<file path="src/rtl/uart_pkg.sv">
// Shared types and defaults for the UART transmit arbiter.
// The optional watchdog is enabled by defining UART_ARB_TIMEOUT_EN.
package uart_pkg;

    typedef enum logic [1:0] {
        IDLE      = 2'd0,
        LAUNCH    = 2'd1,
        WAIT_BUSY = 2'd2,
        WAIT_DONE = 2'd3
    } arb_state_t;

    localparam int DEFAULT_TIMEOUT_CYC = 16;

endpackage

</file>
<file path="src/rtl/uart_rr_pick.sv">
// Combinational round-robin picker: first valid requester after last_grant.
// Search order is last_grant+1, last_grant+2, ... wrapping modulo NUM_REQ.
module uart_rr_pick #(
    parameter int NUM_REQ = 4,
    parameter int GW      = $clog2(NUM_REQ)
) (
    input  logic [NUM_REQ-1:0] req_valid,
    input  logic [GW-1:0]      last_grant,
    output logic               found,
    output logic [GW-1:0]      index
);

    int cand;

    // Walk from the farthest offset to the nearest so the nearest valid one wins.
    always_comb begin
        found = 1'b0;
        index = '0;
        cand  = 0;
        for (int off = NUM_REQ; off >= 1; off--) begin
            cand = int'(last_grant) + off;
            if (cand >= NUM_REQ) begin
                cand = cand - NUM_REQ;
            end
            if (req_valid[cand]) begin
                found = 1'b1;
                index = cand[GW-1:0];
            end
        end
    end

endmodule

</file>
<file path="src/rtl/uart_tx_arbiter.sv">
// Round-robin arbiter sharing one UART transmitter among NUM_REQ requesters.
// Define UART_ARB_TIMEOUT_EN to add a watchdog on tx_busy rising after a launch.
module uart_tx_arbiter
    import uart_pkg::*;
#(
    parameter int NUM_REQ     = 4,
    parameter int TIMEOUT_CYC = DEFAULT_TIMEOUT_CYC,
    parameter int GW          = $clog2(NUM_REQ)
) (
    input  logic                 clk,
    input  logic                 rst,
    input  logic [NUM_REQ-1:0]   req_valid,
    input  logic [NUM_REQ*8-1:0] req_data,
    output logic [NUM_REQ-1:0]   req_ready,
    output logic [7:0]           tx_data,
    output logic                 tx_start,
    input  logic                 tx_busy,
    output logic [GW-1:0]        grant_id,
    output logic                 active,
    output logic                 err_timeout
);

    if (NUM_REQ < 2 || NUM_REQ > 8) begin : g_bad_num_req
        $error("uart_tx_arbiter: NUM_REQ must be in 2..8");
    end
    if (TIMEOUT_CYC < 1) begin : g_bad_timeout
        $error("uart_tx_arbiter: TIMEOUT_CYC must be at least 1");
    end

    arb_state_t           state_reg, state_next;
    logic [GW-1:0]        last_grant_reg, last_grant_next;
    logic [GW-1:0]        grant_id_reg, grant_id_next;
    logic [7:0]           tx_data_reg, tx_data_next;
    logic                 tx_start_reg, tx_start_next;
    logic [NUM_REQ-1:0]   req_ready_reg, req_ready_next;
    logic                 pick_found;
    logic [GW-1:0]        pick_idx;
    logic [NUM_REQ-1:0]   pick_onehot;
    logic [7:0]           pick_byte [NUM_REQ];

`ifdef UART_ARB_TIMEOUT_EN
    localparam int WD_W = $clog2(TIMEOUT_CYC + 1);
    logic [WD_W-1:0]      wd_cnt_reg, wd_cnt_next;
    logic                 err_reg, err_next;
`endif

    uart_rr_pick #(
        .NUM_REQ (NUM_REQ),
        .GW      (GW)
    ) u_pick (
        .req_valid  (req_valid),
        .last_grant (last_grant_reg),
        .found      (pick_found),
        .index      (pick_idx)
    );

    for (genvar gi = 0; gi < NUM_REQ; gi++) begin : g_slot
        assign pick_onehot[gi] = (pick_idx == GW'(gi));
        assign pick_byte[gi]   = req_data[8*gi +: 8];
    end

    always_comb begin
        state_next      = state_reg;
        last_grant_next = last_grant_reg;
        grant_id_next   = grant_id_reg;
        tx_data_next    = tx_data_reg;
        tx_start_next   = 1'b0;
        req_ready_next  = '0;
`ifdef UART_ARB_TIMEOUT_EN
        wd_cnt_next     = '0;
        err_next        = 1'b0;
`endif
        case (state_reg)
            IDLE: begin
                if (!tx_busy && pick_found) begin
                    state_next      = LAUNCH;
                    last_grant_next = pick_idx;
                    grant_id_next   = pick_idx;
                    tx_data_next    = pick_byte[pick_idx];
                    tx_start_next   = 1'b1;
                    req_ready_next  = pick_onehot;
                end
            end
            LAUNCH: begin
                state_next = WAIT_BUSY;
            end
            WAIT_BUSY: begin
                if (tx_busy) begin
                    state_next = WAIT_DONE;
                end
`ifdef UART_ARB_TIMEOUT_EN
                // last_grant already points at the aborted requester, so it waits its turn.
                else if (wd_cnt_reg == WD_W'(TIMEOUT_CYC - 1)) begin
                    state_next = IDLE;
                    err_next   = 1'b1;
                end else begin
                    wd_cnt_next = wd_cnt_reg + 1'b1;
                end
`endif
            end
            WAIT_DONE: begin
                if (!tx_busy) begin
                    state_next = IDLE;
                end
            end
            default: begin
                state_next = IDLE;
            end
        endcase
    end

    always_ff @(posedge clk) begin
        if (rst) begin
            state_reg      <= IDLE;
            last_grant_reg <= GW'(NUM_REQ - 1);
            grant_id_reg   <= '0;
            tx_data_reg    <= 8'h00;
            tx_start_reg   <= 1'b0;
            req_ready_reg  <= '0;
`ifdef UART_ARB_TIMEOUT_EN
            wd_cnt_reg     <= '0;
            err_reg        <= 1'b0;
`endif
        end else begin
            state_reg      <= state_next;
            last_grant_reg <= last_grant_next;
            grant_id_reg   <= grant_id_next;
            tx_data_reg    <= tx_data_next;
            tx_start_reg   <= tx_start_next;
            req_ready_reg  <= req_ready_next;
`ifdef UART_ARB_TIMEOUT_EN
            wd_cnt_reg     <= wd_cnt_next;
            err_reg        <= err_next;
`endif
        end
    end

    assign req_ready = req_ready_reg;
    assign tx_start  = tx_start_reg;
    assign tx_data   = tx_data_reg;
    assign grant_id  = grant_id_reg;
    assign active    = (state_reg != IDLE);
`ifdef UART_ARB_TIMEOUT_EN
    assign err_timeout = err_reg;
`else
    assign err_timeout = 1'b0;
`endif

endmodule

</file>
<file path="config.mk">
export PLATFORM = sky130hd
export DESIGN_NAME = uart_tx_arbiter
export DESIGN_NICKNAME = d
export VERILOG_FILES = /design/src/rtl/uart_pkg.sv /design/src/rtl/uart_rr_pick.sv /design/src/rtl/uart_tx_arbiter.sv
export SDC_FILE = /design/constraint.sdc
export NUM_CORES = 1
export LEC_CHECK = 0
export BUFFER_PORTS_ARGS = -buffer_cell sky130_fd_sc_hd__buf_2
export CORE_MARGIN = 3
export CORE_UTILIZATION = 43
export CTS_CLUSTER_DIAMETER = 40
export DETAILED_ROUTE_END_ITERATION = 8
export PLACE_DENSITY = 0.74
export REMOVE_ABC_BUFFERS = 1
export SLEW_MARGIN = 20
export SYNTH_ARGS = -nofsm -noshare
export SYNTH_HDL_FRONTEND = slang
export SYNTH_SLANG_ARGS = --single-unit
</file>
<file path="constraint.sdc">
create_clock -name clk -period 2.4 [get_ports clk]
set_input_delay 0.48 -clock clk [delete_from_list [all_inputs] [get_ports clk]]
set_output_delay 0.48 -clock clk [all_outputs]
set_load 0.02 [all_outputs]
</file>
---- After elaboration in Yosys (flattened, before gate mapping) ----
Index checks and enable logic that the tools add are counted.
storage, ports and cells
  bits in registers ....................... 19
  bits in latches ......................... 0
  memory bits (writable) .................. 0
  bits in read-only memories .............. 0
  input port bits ......................... 39
  output and inout port bits .............. 17
  logic and storage cells ................. 76
  memories kept ........................... 0
operators by class
  add/subtract/negate cells ............... 8
  multiply operators ...................... 0
  div/mod/pow operators ................... 0
  magnitude comparators ................... 9
  equality and inequality tests ........... 9
  shift-type cells ........................ 0
  muxes and demuxes ....................... 32
  bitwise logic cells ..................... 3
  reduce and logical (&&, ||, !) cells .... 9
operator list
  kind                     count
  $ge A32 B4 Y1 const B    4
  $lt A32 B4 Y1 const B    4
  $mux W32                 4
  $sub A32 B4 Y32 const B  4
  $bmux W8 S2              1
  $mux W8                  2
  $mux W2                  7
  $mux W1                  13
  $bmux W1 S2              4
  $eq A2 B2 Y1 const B     4
  $pmux W2 S4              1
  $add A2 B2 Y3 const B    2
  $ne A2 B2 Y1 const B     3
  $add A2 B3 Y4 const B    1
  $eq A2 B1 Y1 const B     2
  $logic_not A2 Y1         2
  $add A2 B1 Y3 const B    1
  $ge A3 B3 Y1 const B     1
  $not A2 Y3               1
  $reduce_and A3 Y1        1
  $reduce_or A3 Y1         1
  $not A1 Y1               2
  $reduce_and A2 Y1        1
  $reduce_bool A2 Y1       1
  3 further kinds          3

---- Logic depth before layout (Yosys ltp) ----
  depth in word-level cells ............... 14
  gate-level depth with buffers ........... 7
  mapped depth without buffers ............ 7

---- By module ----
Synthesis repeated with hierarchy kept, for this count alone.
second synthesis, totals
  cells, all modules ...................... 104
  area, all modules ....................... 1,017.2 µm²
modules (own cells, without submodules)
  module           instances  cells an instance  area each (µm²)  sequential area each (µm²)
  uart_tx_arbiter  1          90                 925.9            380.4
  uart_rr_pick     1          14                 91.3             0.0

---- Worst setup path before layout ----
No wires, ideal clock.
  kind .................................... reg2reg
  from .................................... register state_reg[0]
  to ...................................... register tx_data_reg[0] (netlist: tx_data[0])
  setup time .............................. 0.083 ns
  arrival time ............................ 1.871 ns
  data required time ...................... 2.317 ns
  setup slack ............................. 0.446 ns
  cell stages (with the launch flop) ...... 8
  path buffers ............................ 1
  clock period less this slack ............ 1.954 ns
  path through ............................ dfxtp_1 -> inv_1 -> ha_1 -> clkinv_1 -> or3_4 -> or3_1 -> buf_6 -> o221ai_2
on the way
  cells in the longest elaborated chain, start to end .. 2
RTL lines
  element                             RTL line                RTL
  from (decl)                         uart_tx_arbiter.sv:30   arb_state_t state_reg, state_next;
  from (signal assigned)              uart_tx_arbiter.sv:125  state_reg <= state_next;
  $logic_not A2 Y1                    uart_tx_arbiter.sv:73   case (state_reg)
  $reduce_and A2 Y1 (no source line)  n/a
  to (signal assigned)                uart_tx_arbiter.sv:128  tx_data_reg <= tx_data_next;
  to (decl)                           uart_tx_arbiter.sv:33   logic [7:0] tx_data_reg, tx_data_next;
No other way between the ends.
A chain may end at the register's enable or synchronous reset.

---- Worst setup path in the final report ----
  from .................................... register state_reg[0]
  to ...................................... register tx_data_reg[5] (netlist: tx_data[5])
Same word-level chain as after synthesis.

==> metrics.txt <==
vias per cell=between 4 and 5; Reg clk slew, reported paths=~0.10 ns; Worst setup EP type=flop; Starting Density=roughly 46%; core region area=2230 µm²; global-route wire length before repair=about 3.5 mm; Placer Congestion=0.721; area of the multi-input gates=601 µm²; Synth area leader=dfxtp_1; switching share of power=between 40% and 50%; RSZ-0062 raised after global routing=false; CTS tree=done; # IOs=56; sequential share of the synthesized area=37.0%; final hold vios=0; Clock Skews=0.00739 ns; drt first-iter violations=9; vias=between 900 and 1000; minimum clock period=between 2 and 2.5 ns; placed inst area=1310 µm²; Area contributors post-synth=dfxtp_1, mux2i_1, o221ai_2; post-CTS sizing=0; Pleak=0.701 nW; root buf cell=clkbuf_4; Max FO, Critical Path=10; largest net degree at the start of global routing=22; commonest cells in the netlist=dfxtp_1, mux2i_1, nand2_1, nor2_1, o221ai_2; share of the synthesized area in the top cell type=roughly 37%; chip height=54.9 µm; row count=17; total grt overflow=0; sw power=between 0.4 and 0.5 mW; Logic pwr share=slightly below 50%; synthesized area=1030 µm²; Final WS setup=approximately 0.31 ns; max reg flops=8; fin area=1340 µm²; Critical Path End=tx_data[5]; Final period util=slightly below 90%; Internal=0.701 mW; Antenna Cells=0; clock group share of total power=12.9%; Startpoint Class=flop; Pre-antenna DRT Iters=4; share of cells above drive strength 1=around 47%; sequential share of power=37.4%; CP arrival=2.30 ns; Peak VDD IR=0.504 mV; r2r setup slk=0.31 ns; Post-synth ARST share=0%; Clock Path Buffers=2; Hold/Removal Path Class=primary input to flop; FF/Latch Area=roughly 380 µm²; Cells after Synth=~100; final setup vio count=0; CP Class=flop to flop; Yosys cell types=30; full die area=3010 µm²; hold_buf cts=0; Primary FF master, synth=dfxtp_1; Tot GR Track Use=approximately 16%; Post-Route Utilization=between 50% and 60%; most frequent cell after synthesis=dfxtp_1; worst slew pin tran=~0.55 ns; crit path launch=state_reg[0]; Layout area overhead=29.9%; CTS sink count=19; HPWL after detailed placement=roughly 1.9 mm; antenna violation net count after detailed routing=0; post-synthesis register bit count=19; status=complete, no violations; Crit Reg-Reg Endpoint=tx_data[5]; pwr dens=around 900 nW/µm²; Slew HR=a little over three fifths; chip width=roughly 55 µm; Layout Nets=just over 200; initial antenna violation count=0; Max Slew Vio Count=0; Remaining DRCs=0; post-CTS setup buffers=0; setup TNS=0 ns; R2R Path Start=state_reg[0]; pre-CTS setup slack=0.299 ns; number of global-route vias before repair=just over 800; cells on worst reg2reg path=6; wire length per cell=about 13 µm; Post-synth EDFFs=0; fmax=about 0.48 GHz; Max-cap violations=0; Crit path required time=around 2.6 ns; H-tree depth=1; layout filler cell count=roughly 220; IO Port Bufs=54; clk_lat worst skew=between 0.2 and 0.3 ns; Syn Area/Cell=9.89 µm²; CTS Buf Count=3; final wirelength=around 2.3 mm; Yosys warning count=0
## through the flow
step                      std cells  total power [mW]  hold slack, ns
after floorplan                  99             0.872           0.469
after global placement          182              1.02           0.445
after detailed placement        182              1.04           0.449
after CTS                       186              1.20           0.432
after global routing            186              1.28           0.429
final                           186              1.18           0.451
## worst min path at each step
| stage | endpoint | start | cells past startpoint |
|---|---|---|---|
| 5_1_grt | grant_id[1] | rst | 2 |
| 4_1_cts | grant_id[1] | rst | 2 |
| 3_3_place_gp | tx_data[7] | tx_data[7] | 2 |
| 2_1_floorplan | last_grant_reg[0] | last_grant_reg[0] | 2 |
| 6_report | grant_id[1] | rst | 2 |
| 3_5_place_dp | tx_data[4] | tx_data[4] | 2 |
## layer usage
layer / up-vias / wire (µm) / GRT usage, %
li1: 480 / - / -
met1: 422 / 900 / 17.6
met2: 27 / 1310 / 30.1
met3: 0 / 119 / 4.56
met4: 0 / 0 / 2.43
met5: - / 0 / 0
## layout make-up
type	instances	share of cell area (%)
Tap cell	28	2.62
Timing Repair Buffer	55	20.8
Inverter	4	1.12
Clock inverter	1	0.375
Multi-Input combinational cell	76	44.9
Clock buffer	3	1.69
Sequential cell	19	28.5
## kinds of logic after synthesis
logic type	Yosys count	share of synthesized area [%]
AOI/OAI and AO/OA	20	20.6
and+or+nand+nor	33	14.5
muxes	18	18.1
adders and majority gates	4	4.87
other	1	0.365
DFF	19	37.0
buffers and inverters	9	4.62
## power groups by stage
| stage | clock (mW) | sequential (mW) | combinational (mW) |
|---|---|---|---|
| 3_5_place_dp | 0 | 0.450 | 0.591 |
| 2_1_floorplan | 0 | 0.509 | 0.362 |
| 3_3_place_gp | 0 | 0.445 | 0.574 |
| 6_report | 0.153 | 0.443 | 0.587 |
| 5_1_grt | 0.178 | 0.454 | 0.645 |
| 4_1_cts | 0.162 | 0.444 | 0.593 |
## placed cells by master, fill, tap and decap left out, types with 2 or more instances in the layout
cell type	instances
buf_2	54
dfxtp_1	19
mux2i_1	16
nor2_1	12
nand2_1	12
o221ai_2	8
a21oi_1	5
ha_1	4
inv_1	3
clkbuf_4	3
nor2b_1	2
nor3_1	2
## critical path: stages, from the launching register on
cell,delay (ns)
dfxtp_1,0.34
inv_1,0.10
ha_1,0.18
clkinv_1,0.09
or3_4,0.42
or3_1,0.61
o221ai_2,0.28
Note: power is estimated with default switching activity, not from simulation.
